<file path="src/rtl/vga_timing_if.sv">
// Raster outputs of vga_timing: coordinates, syncs, blanking and pixel/frame strobes.
// The timing generator drives the master modport; renderers and the connector take slave.
interface vga_timing_if;
  logic [9:0] hcount;
  logic [9:0] vcount;
  logic       hsync;
  logic       vsync;
  logic       video_on;
  logic       pix_tick;
  logic       frame_start;

  modport master (
    output hcount, vcount, hsync, vsync, video_on, pix_tick, frame_start
  );

  modport slave (
    input hcount, vcount, hsync, vsync, video_on, pix_tick, frame_start
  );
endinterface

</file>
<file path="src/rtl/vga_timing.sv">
// 640x480@60 VGA raster generator stepped by rising edges of t25MHz sampled on master.
// Define VGA_TIMING_PIPE_EN to delay hsync/vsync/video_on by one pixel behind the coordinates.
module vga_timing #(
  parameter int H_ACTIVE = 640,
  parameter int H_FP     = 16,
  parameter int H_SYNC   = 96,
  parameter int H_BP     = 48,
  parameter int V_ACTIVE = 480,
  parameter int V_FP     = 10,
  parameter int V_SYNC   = 2,
  parameter int V_BP     = 33
) (
  input  logic         master,
  input  logic         rst,
  input  logic         t25MHz,
  vga_timing_if.master vga
);

  localparam int H_TOTAL = H_ACTIVE + H_FP + H_SYNC + H_BP;
  localparam int V_TOTAL = V_ACTIVE + V_FP + V_SYNC + V_BP;

  localparam logic [9:0] H_LAST   = 10'(H_TOTAL - 1);
  localparam logic [9:0] V_LAST   = 10'(V_TOTAL - 1);
  localparam logic [9:0] H_VIS    = 10'(H_ACTIVE);
  localparam logic [9:0] V_VIS    = 10'(V_ACTIVE);
  localparam logic [9:0] HS_START = 10'(H_ACTIVE + H_FP);
  localparam logic [9:0] HS_END   = 10'(H_ACTIVE + H_FP + H_SYNC);
  localparam logic [9:0] VS_START = 10'(V_ACTIVE + V_FP);
  localparam logic [9:0] VS_END   = 10'(V_ACTIVE + V_FP + V_SYNC);

  logic       t25_q;
  logic       advance;
  logic [9:0] h_next;
  logic [9:0] v_next;
  logic [9:0] dec_h;
  logic [9:0] dec_v;
  logic       hsync_d;
  logic       vsync_d;
  logic       video_on_d;

  // t25MHz is treated as data; only a fresh 0->1 step moves the raster.
  assign advance = t25MHz & ~t25_q;

  always_comb begin
    h_next = vga.hcount + 10'd1;
    v_next = vga.vcount;
    if (vga.hcount == H_LAST) begin
      h_next = '0;
      v_next = (vga.vcount == V_LAST) ? 10'd0 : vga.vcount + 10'd1;
    end
  end

  // Pipelined build decodes the position being left, so flags trail coordinates by a pixel.
`ifdef VGA_TIMING_PIPE_EN
  assign dec_h = vga.hcount;
  assign dec_v = vga.vcount;
`else
  assign dec_h = h_next;
  assign dec_v = v_next;
`endif

  assign hsync_d    = ~((dec_h >= HS_START) && (dec_h < HS_END));
  assign vsync_d    = ~((dec_v >= VS_START) && (dec_v < VS_END));
  assign video_on_d = (dec_h < H_VIS) && (dec_v < V_VIS);

  always_ff @(posedge master) begin
    if (rst) begin
      t25_q           <= 1'b0;
      vga.hcount      <= '0;
      vga.vcount      <= '0;
      vga.hsync       <= 1'b1;
      vga.vsync       <= 1'b1;
      vga.video_on    <= 1'b0;
      vga.pix_tick    <= 1'b0;
      vga.frame_start <= 1'b0;
    end else begin
      t25_q           <= t25MHz;
      vga.pix_tick    <= advance;
      vga.frame_start <= advance && (h_next == 10'd0) && (v_next == 10'd0);
      if (advance) begin
        vga.hcount   <= h_next;
        vga.vcount   <= v_next;
        vga.hsync    <= hsync_d;
        vga.vsync    <= vsync_d;
        vga.video_on <= video_on_d;
      end
    end
  end

endmodule

</file>
<file path="src/flat_wrapper.sv">
// flat-port wrapper written by rule: the top's interface ports become plain ports
module vga_timing_flat 
#(
  parameter int H_ACTIVE = 640,
  parameter int H_FP     = 16,
  parameter int H_SYNC   = 96,
  parameter int H_BP     = 48,
  parameter int V_ACTIVE = 480,
  parameter int V_FP     = 10,
  parameter int V_SYNC   = 2,
  parameter int V_BP     = 33
)
  (master, rst, t25MHz, vga_hcount, vga_vcount, vga_hsync, vga_vsync, vga_video_on, vga_pix_tick, vga_frame_start);
  vga_timing_if vga_i ();
  input  logic master;
  input  logic rst;
  input  logic t25MHz;
  output wire logic [$bits(vga_i.hcount)-1:0] vga_hcount;
  output wire logic [$bits(vga_i.vcount)-1:0] vga_vcount;
  output wire logic [$bits(vga_i.hsync)-1:0] vga_hsync;
  output wire logic [$bits(vga_i.vsync)-1:0] vga_vsync;
  output wire logic [$bits(vga_i.video_on)-1:0] vga_video_on;
  output wire logic [$bits(vga_i.pix_tick)-1:0] vga_pix_tick;
  output wire logic [$bits(vga_i.frame_start)-1:0] vga_frame_start;
  assign vga_hcount = vga_i.hcount;
  assign vga_vcount = vga_i.vcount;
  assign vga_hsync = vga_i.hsync;
  assign vga_vsync = vga_i.vsync;
  assign vga_video_on = vga_i.video_on;
  assign vga_pix_tick = vga_i.pix_tick;
  assign vga_frame_start = vga_i.frame_start;
  vga_timing #(.H_ACTIVE(H_ACTIVE), .H_FP(H_FP), .H_SYNC(H_SYNC), .H_BP(H_BP), .V_ACTIVE(V_ACTIVE), .V_FP(V_FP), .V_SYNC(V_SYNC), .V_BP(V_BP)) u_core (.master(master), .rst(rst), .t25MHz(t25MHz), .vga(vga_i));
endmodule
</file>
<file path="config.mk">
export PLATFORM = sky130hd
export DESIGN_NAME = vga_timing_flat
export DESIGN_NICKNAME = d
export VERILOG_FILES = /design/src/rtl/vga_timing_if.sv /design/src/rtl/vga_timing.sv /design/src/flat_wrapper.sv
export SDC_FILE = /design/constraint.sdc
export NUM_CORES = 1
export LEC_CHECK = 0
export BUFFER_PORTS_ARGS = -buffer_cell sky130_fd_sc_hd__buf_2
export CORE_MARGIN = 4
export CORE_UTILIZATION = 50
export CTS_CLUSTER_DIAMETER = 200
export CTS_CLUSTER_SIZE = 10
export DETAILED_ROUTE_END_ITERATION = 6
export PLACE_DENSITY = 0.83
export SLEW_MARGIN = 15
export SYNTH_ARGS = -nofsm -noshare
export SYNTH_HDL_FRONTEND = slang
export SYNTH_SLANG_ARGS = --single-unit
</file>
<file path="constraint.sdc">
create_clock -name master -period 2.55 [get_ports master]
set_clock_uncertainty 0.1 [all_clocks]
set_input_delay 0.51 -clock master [delete_from_list [all_inputs] [get_ports master]]
set_output_delay 0.51 -clock master [all_outputs]
set_load 0.05 [all_outputs]
</file>
# Yosys cells after proc, flatten, opt, wreduce, memory -nomap -nowiden
# Cells that the tools add are included.
op_classes:
  n_eq_ne: 2
  order_cmp: 6
  n_reduce_logical: 7
  n_mux: 3
  addsub: 2
  n_bitwise: 4
ops:
  columns: ["op", "count"]
  rows:
  - ["$mux 10", 3]
  - ["$add 10x1->10 const B", 2]
  - ["$eq 10x10->1 const B", 2]
  - ["$logic_not 10->1", 2]
  - ["$lt 10x10->1 const B", 2]
  - ["$lt 10x9->1 const B", 2]
  - ["$ge 10x10->1 const B", 1]
  - ["$ge 10x9->1 const B", 1]
  - ["$logic_and 1x1->1", 5]
  - ["$not 1->1", 3]
  - ["$and 1x1->1", 1]
word_totals:
  out_inout_bits: 25
  reg_bits: 26

# Depth between registers and ports, before layout
# Gate-level depths: netlist (run 1).
logic_depth:
  ltp_word: 6
  ltp_mapped: 9
  depth_no_buf: 8

# Least setup slack after synthesis (run 1)
# Ideal clock, no wire load.
synth_path:
  kind: "register -> register"
  start: "register u_core.vga.hcount[0]"
  end: "register u_core.vga.frame_start"
  required_ns: 2.362
  arrival_ns: 2.389
  setup_ns: 0.088
  stages_incl_launch_ff: 9
  setup_slack_ns: -0.027
  path_cell_list: "dfxtp_1 > ha_1 > nand4_2 > or3_1 > buf_6 > o211ai_2 > and4_1 > nand4_1 > nor4_2"
synth_via:
  elab_chain_len: 5
  elab_cells_between_ends: 8
synth_lines:
  columns: ["item", "line", "source"]
  rows:
  - ["start: declaration", "vga_timing_if.sv:13", "output hcount, vcount, hsync, vsync, video_on, pix_tick, frame_start"]
  - ["start signal: assignment", "vga_timing.sv:81", "vga.hcount <= h_next;"]
  - ["$add 10x1->10 or $eq 10x10->1 (tied branches)", "vga_timing.sv:45, vga_timing.sv:47", null]
  - ["$mux 10", "vga_timing.sv:47", "if (vga.hcount == H_LAST) begin"]
  - ["$logic_not 10->1", "vga_timing.sv:79", "vga.frame_start <= advance && (h_next == 10'd0) && (v_next == 10'd0);"]
  - ["$logic_and 1x1->1", "vga_timing.sv:79", null]
  - ["$logic_and 1x1->1 *", "vga_timing.sv:79", null]
  - ["end signal: assignment", "vga_timing.sv:79", null]
  - ["end: declaration", "vga_timing_if.sv:13", null]
# Mark *: on every way between the ends. The rest lies on a longest branch, timed or not.
# A chain may end at the register's enable or synchronous reset.

# Worst setup path after layout (run 1)
# Ends and elaborated chain as after synthesis.

==> flow_summary.toml, run 1 <==
[pwr]
leakagePower_nw = 0.740
peakVddDrop_v = 0.000191
p_total_mw = 0.820
power_density_nw_per_um2 = 429

[sta]
max_freq_mhz = 426
tightestPinTransition_ns = 0.473
hold_viol = 0
setup_violations = 0
drv_slew = 0
fin_crit_sh_pct = 92.1
rsz0062_at_grt = "false"
fin_tns_setup_ns = 0
relSlewSlack_pct = 68.4
period_needed_ns = 2.35

[clocking]
clockBufferDepth = 2
ctsHtreeMaxLevel = 1
clockRootBuffer = "clkbuf_4"
clk_pin_slew_ns = 0.15
cts_tree = "built"
numCtsBuffers = 3
cts_num_sinks = 26
cts_setup_buffers = 0
insertion_delay_ns = 0.33

[min_path]
hp-start = "t25MHz"
min_path_type = "in2reg"
min_path_cells = 2
worstHoldEndpoint = "u_core.t25_q$_SDFF_PP0_"

[setup_path]
crit_path_end_kind = "flip-flop"
cp_top_family = "simple AND/OR/NAND/NOR gates"
reg2reg_depth = 7
r2r_end = "u_core.vga.frame_start$_SDFF_PP0_"
timing.rr.start = "u_core.vga.hcount[0]$_SDFFE_PP0P_"
worstPathArrival_ns = 2.50
cp-start-kind = "flip-flop"
crit_path_max_incr_delay_ns = 0.43
crit_slowest_cell = "dfxtp_2"
reg2reg_setup_slack_ns = 0.20
criticalPathCategory = "reg2reg"
required_ns = 2.70
critical_path_buf_inv_count = 0
timing.critical_path.cells = "ha_1, nand4_2, nor4_1, xnor2_1, and4_1, nand4_1, nor4_2"
crit_path_max_fanout = 10

[detailed_routing]
drtIter0Drc = 161
wirelength_um = 4110
dr.pass1.iters = 5
viasPerCell = 5.86
vias = 1728
drc_errors = 0
ant_nets = 0
routedWlPerCell_um = 13.9

[yosys]
syn_area_per_cell_sq_um = 7.34
synthArstFlopShare_pct = 0
synth_edf_count = 0
synthesis.nets = 238
synth_flop_cell = "dfxtp_1"
synth_top_cell_area_share_pct = 30.7
syn_inst = 231
yosysTopAreaCell = "dfxtp_1"
syn_area_sq_um = 1700
ys_seq_elements = 26
synth.area.top_cells = "dfxtp_1 31%, nor2_1 7.5%, a21oi_1 4.7%, o21ai_0 4.7%, nand3_1 4.4%"
synth-seq-area-share_pct = 30.7
yosys-top-cells-count = "34 x nor2_1, 26 x dfxtp_1, 16 x a21oi_1, 16 x nand2_1, 16 x o21ai_0"
synth_warnings = 0
synth.most_common_cell = "nor2_1"
synth_cell_type_count = 41

[grt]
grt_max_degree = 27
grt_first_pass_wirelength_um = 7160
antenna_found_initial = 0
grt_usage_pct = 20.5
overflow = 0
grt_pass1_vias = 1546

[floorplanning]
core_area_sq_um = 3150
fp.dieW_um = 66.2
die_h_um = 66.2
die_area_sq_um = 4390
top_level_ports = 28
start_util_pct = 53.8
rows = 20

[place]
gp_congestion = 1.02
place_hpwl_um = 3010
port_buffers = 27

[finish]
layout-drive-gt1-share_pct = 19.1
nets = 259
fill_cells = 303
n_antenna_cell = 0
syn_to_final_growth_pct = 12.7

[run_status]
outcome = "complete, no violations"

[job]
cap_violations = 0
==> metrics by stage <==
step	utilization (%)	area [sq um]	hold WS [ns]	instances	setup WS, ns
3_5_place_dp	58.8	1850	0.360	291	0.196
4_1_cts	60.4	1910	0.315	295	0.173
2_1_floorplan	-	1700	0.443	231	0.171
3_3_place_gp	58.8	1850	0.352	291	0.340
6_report	60.6	1910	0.312	295	0.202
5_1_grt	60.6	1910	0.301	295	0.00222
==> layout make-up <==
cell class	count	area (sq um)	area share [%]
Clock inverter	1	30.0	1.57
Clock buffer	3	22.5	1.18
Sequential cell	26	523	27.4
Multi-Input combinational cell	180	1060	55.6
Timing Repair Buffer	35	195	10.2
Inverter	6	22.5	1.18
Tap cell	44	55.1	2.88
==> what timing repair did <==
item / CTS / global route
setup endpoints to repair: 0 / 1
gates resized for setup: 0 / 1
hold buffers: 0 / 0
==> metal layers <==
metal  track usage (%)  up-vias  wire length, um
met3              2.89        4              250
met1              29.4      787             2050
li1                  -      863                -
met4              6.60        0               31
met5                 0        -                0
met2              31.1       74             1780
==> placed cells by master, fill, tap and decap left out, drive strengths merged, types with 4 or more instances in the layout <==
cell / count
nor4: 6
nand4: 7
xnor2: 8
nand2: 16
nor2: 34
xor2: 5
a31oi: 4
buf: 35
ha: 4
or3: 6
o21ai: 17
nor2b: 4
o211ai: 4
dfxtp: 26
inv: 6
nor3: 9
a21oi: 17
nand3: 15
==> power breakdown <==
| group | total, mW | switching (mW) | internal (mW) |
|---|---|---|---|
| Sequential | 0.428 | 0.0116 | 0.417 |
| Clock | 0.289 | 0.130 | 0.159 |
| Combinational | 0.103 | 0.0745 | 0.0282 |
| Total | 0.820 | 0.216 | 0.604 |
==> state kept, by name, summed over array words and instances, names as in the netlist <==
name	flops
u_core.vga.frame_start	1
u_core.vga.vcount	10
u_core.vga.hcount	10
u_core.vga.video_on	1
u_core.vga.hsync	1
u_core.vga.pix_tick	1
u_core.t25_q	1
u_core.vga.vsync	1
==> cell families after synthesis <==
logic type | synth area share (%)
AO/OA/AOI/OAI | 17.9
AND/OR/NAND/NOR | 33.6
XOR/XNOR | 6.72
adder cells (fa/ha/maj) | 2.95
flip-flops | 30.7
buffers and inverters | 6.94
multiplexers | 1.18
==> worst max path at each step <==
stage                                 startpoint                                 to  depth (start not counted)
3_5_place_dp   u_core.vga.hcount[0]$_SDFFE_PP0P_  u_core.vga.frame_start$_SDFF_PP0_                          7
3_3_place_gp   u_core.vga.hcount[0]$_SDFFE_PP0P_  u_core.vga.frame_start$_SDFF_PP0_                          7
2_1_floorplan  u_core.vga.hcount[3]$_SDFFE_PP0P_  u_core.vga.frame_start$_SDFF_PP0_                          8
5_1_grt        u_core.vga.hcount[0]$_SDFFE_PP0P_  u_core.vga.vcount[2]$_SDFFE_PP0P_                          8
4_1_cts        u_core.vga.hcount[0]$_SDFFE_PP0P_  u_core.vga.frame_start$_SDFF_PP0_                          7
6_report       u_core.vga.hcount[0]$_SDFFE_PP0P_  u_core.vga.frame_start$_SDFF_PP0_                          7
Power figures use the tool's default switching activity.
==> run 2, diff against run 1 <==
--- a/config.mk
+++ b/config.mk
@@ -6,7 +6,6 @@
 export NUM_CORES = 1
 export LEC_CHECK = 0
 export BUFFER_PORTS_ARGS = -buffer_cell sky130_fd_sc_hd__buf_2
-export CORE_MARGIN = 4
 export CORE_UTILIZATION = 50
 export CTS_CLUSTER_DIAMETER = 200
 export CTS_CLUSTER_SIZE = 10
==> flow_summary.toml, run 2 (synthesis results as in run 1) <==
[run_status]
outcome = "complete, no violations"

[finish]
fill_cells = 290
layout_common_cells = "34 x nor2_1, 27 x buf_2, 24 x dfxtp_1"
largestRegisters = "u_core.vga.hcount (10), u_core.vga.vcount (10)"
final_util_pct = 60.6
layout-drive-gt1-share_pct = 19.1
syn_to_final_growth_pct = 11.7
n_antenna_cell = 0
nets = 259
final_common_cell = "nor2_1"
multiInputGateArea_sq_um = 1060
instances_no_fill = 295
postLayoutCellArea_sq_um = 1890
regArea_sq_um = 523

[setup_path]
crit_slowest_cell = "or3_4"
worst-path-stages = 7
cp-start-kind = "flip-flop"
critical_path_buf_inv_count = 0
crit_start = "u_core.vga.hcount[0]$_SDFFE_PP0P_"
cp_top_family = "simple AND/OR/NAND/NOR gates"
timing.critical_path.cells = "ha_1, nand4_2, or3_4, o211ai_2, and4_1, nand4_1, nor4_2"
reg2reg_setup_slack_ns = 0.23
required_ns = 2.70
timing.rr.start = "u_core.vga.hcount[0]$_SDFFE_PP0P_"
cp-endpoint = "u_core.vga.frame_start$_SDFF_PP0_"
criticalPathCategory = "reg2reg"
crit_path_max_fanout = 10
reg2reg_depth = 7
r2r_end = "u_core.vga.frame_start$_SDFF_PP0_"
worstPathArrival_ns = 2.47
crit_path_end_kind = "flip-flop"
crit_path_max_incr_delay_ns = 0.52

[clocking]
clockRootBuffer = "clkbuf_4"
clk_pin_slew_ns = 0.14
numCtsBuffers = 3
ctsHtreeMaxLevel = 1
insertion_delay_ns = 0.32
cts_tree = "built"
cts_hold_buf = 0
clockBufferDepth = 2
cts_num_sinks = 26

[detailed_routing]
viasPerCell = 5.91
vias = 1743
routedWlPerCell_um = 14.0
wirelength_um = 4120
drtIter0Drc = 155
dr.pass1.iters = 5
drc_errors = 0
ant_nets = 0

[sta]
fin_tns_setup_ns = 0
max_freq_mhz = 431
fin_crit_sh_pct = 91.0
hold_viol = 0
rsz0062_at_grt = "false"
tightestPinTransition_ns = 0.500
relSlewSlack_pct = 66.7
setup_violations = 0
drv_slew = 0
period_needed_ns = 2.32

[pwr]
leakagePower_nw = 0.733
p_comb_share_pct = 13.7
p_clk_share_pct = 28.7
p_int_mw = 0.532
p_sw_mw = 0.211
power_density_nw_per_um2 = 392
peakVddDrop_v = 0.000183
switching_share_pct = 28.3
seq_power_share_pct = 57.7

[place]
place_hpwl_um = 3090
placed_area_sq_um = 1850
port_buffers = 27
placed_cells = 291
gp_congestion = 0.884

[grt]
overflow = 0
grt_usage_pct = 25.0
grt_pass1_vias = 1435
antenna_found_initial = 0
grt_first_pass_wirelength_um = 6830
grt_max_degree = 27

[floorplanning]
die_area_sq_um = 3630
start_util_pct = 54.2
fp.dieW_um = 60.2
die_h_um = 60.2
top_level_ports = 28
rows = 20
core_area_sq_um = 3130

[min_path]
min_path_type = "in2reg"
min_path_cells = 2

[job]
cap_violations = 0
[run 2: cell type report]
cell class / count / area share (%)
inverter: 6 / 1.19
timing repair buffer: 35 / 10.3
multi-input combinational: 180 / 56.1
tap: 44 / 2.91
clock buffer: 4 / 1.92
sequential: 26 / 27.6
[run 2: layer usage]
metal  share of wire (%)  routed length (um)  up-vias  GRT usage (%)
met5                   0                   0        -              0
met4                 1.7                  70        0           6.98
met2                  45                1840       90           36.6
met3                 7.6                 315        9           2.81
li1                    -                   -      862              -
met1                  46                1900      782           37.8
[run 2: worst min path at each step]
| stage | from | slack (ns) | to |
|---|---|---|---|
| detailed placement | u_core.vga.video_on$_SDFFE_PP0P_ | 0.35 | u_core.vga.video_on$_SDFFE_PP0P_ |
| CTS | t25MHz | 0.32 | u_core.t25_q$_SDFF_PP0_ |
| finish | t25MHz | 0.33 | u_core.t25_q$_SDFF_PP0_ |
| floorplan | u_core.t25_q$_SDFF_PP0_ | 0.44 | u_core.vga.pix_tick$_SDFF_PP0_ |
| global placement | u_core.vga.video_on$_SDFFE_PP0P_ | 0.35 | u_core.vga.video_on$_SDFFE_PP0P_ |
| global route | t25MHz | 0.34 | u_core.t25_q$_SDFF_PP0_ |
[run 2: worst register-to-register path, delay by kind of cell, from the launching register on]
family / cells / cell delay (ns)
AOI/OAI and AO/OA: 1 / 0.09
adders and majority gates: 1 / 0.28
DFF: 1 / 0.42
and+or+nand+nor: 5 / 1.36
[run 2: power groups by stage]
stage | Sequential [mW] | Clock, mW | Combinational (mW)
after floorplan | 0.467 | 0 | 0.0447
after global placement | 0.436 | 0 | 0.101
after detailed placement | 0.437 | 0 | 0.101
after CTS | 0.428 | 0.222 | 0.102
after global routing | 0.431 | 0.236 | 0.111
final | 0.428 | 0.213 | 0.102
[run 2: what timing repair did]
item                                    in CTS  in global routing
endpoints found under the setup margin       0                  1
resized for setup                            0                  1
setup buffers                                0                  0
[run 2: per-stage QoR]
stage	power, mW	hold slack, ns	setup slack [ns]
floorplan	0.512	0.443	0.171
detailed placement	0.538	0.348	0.203
CTS	0.752	0.319	0.172
global route	0.777	0.344	0.0187
finish	0.743	0.328	0.229
global placement	0.537	0.345	0.334
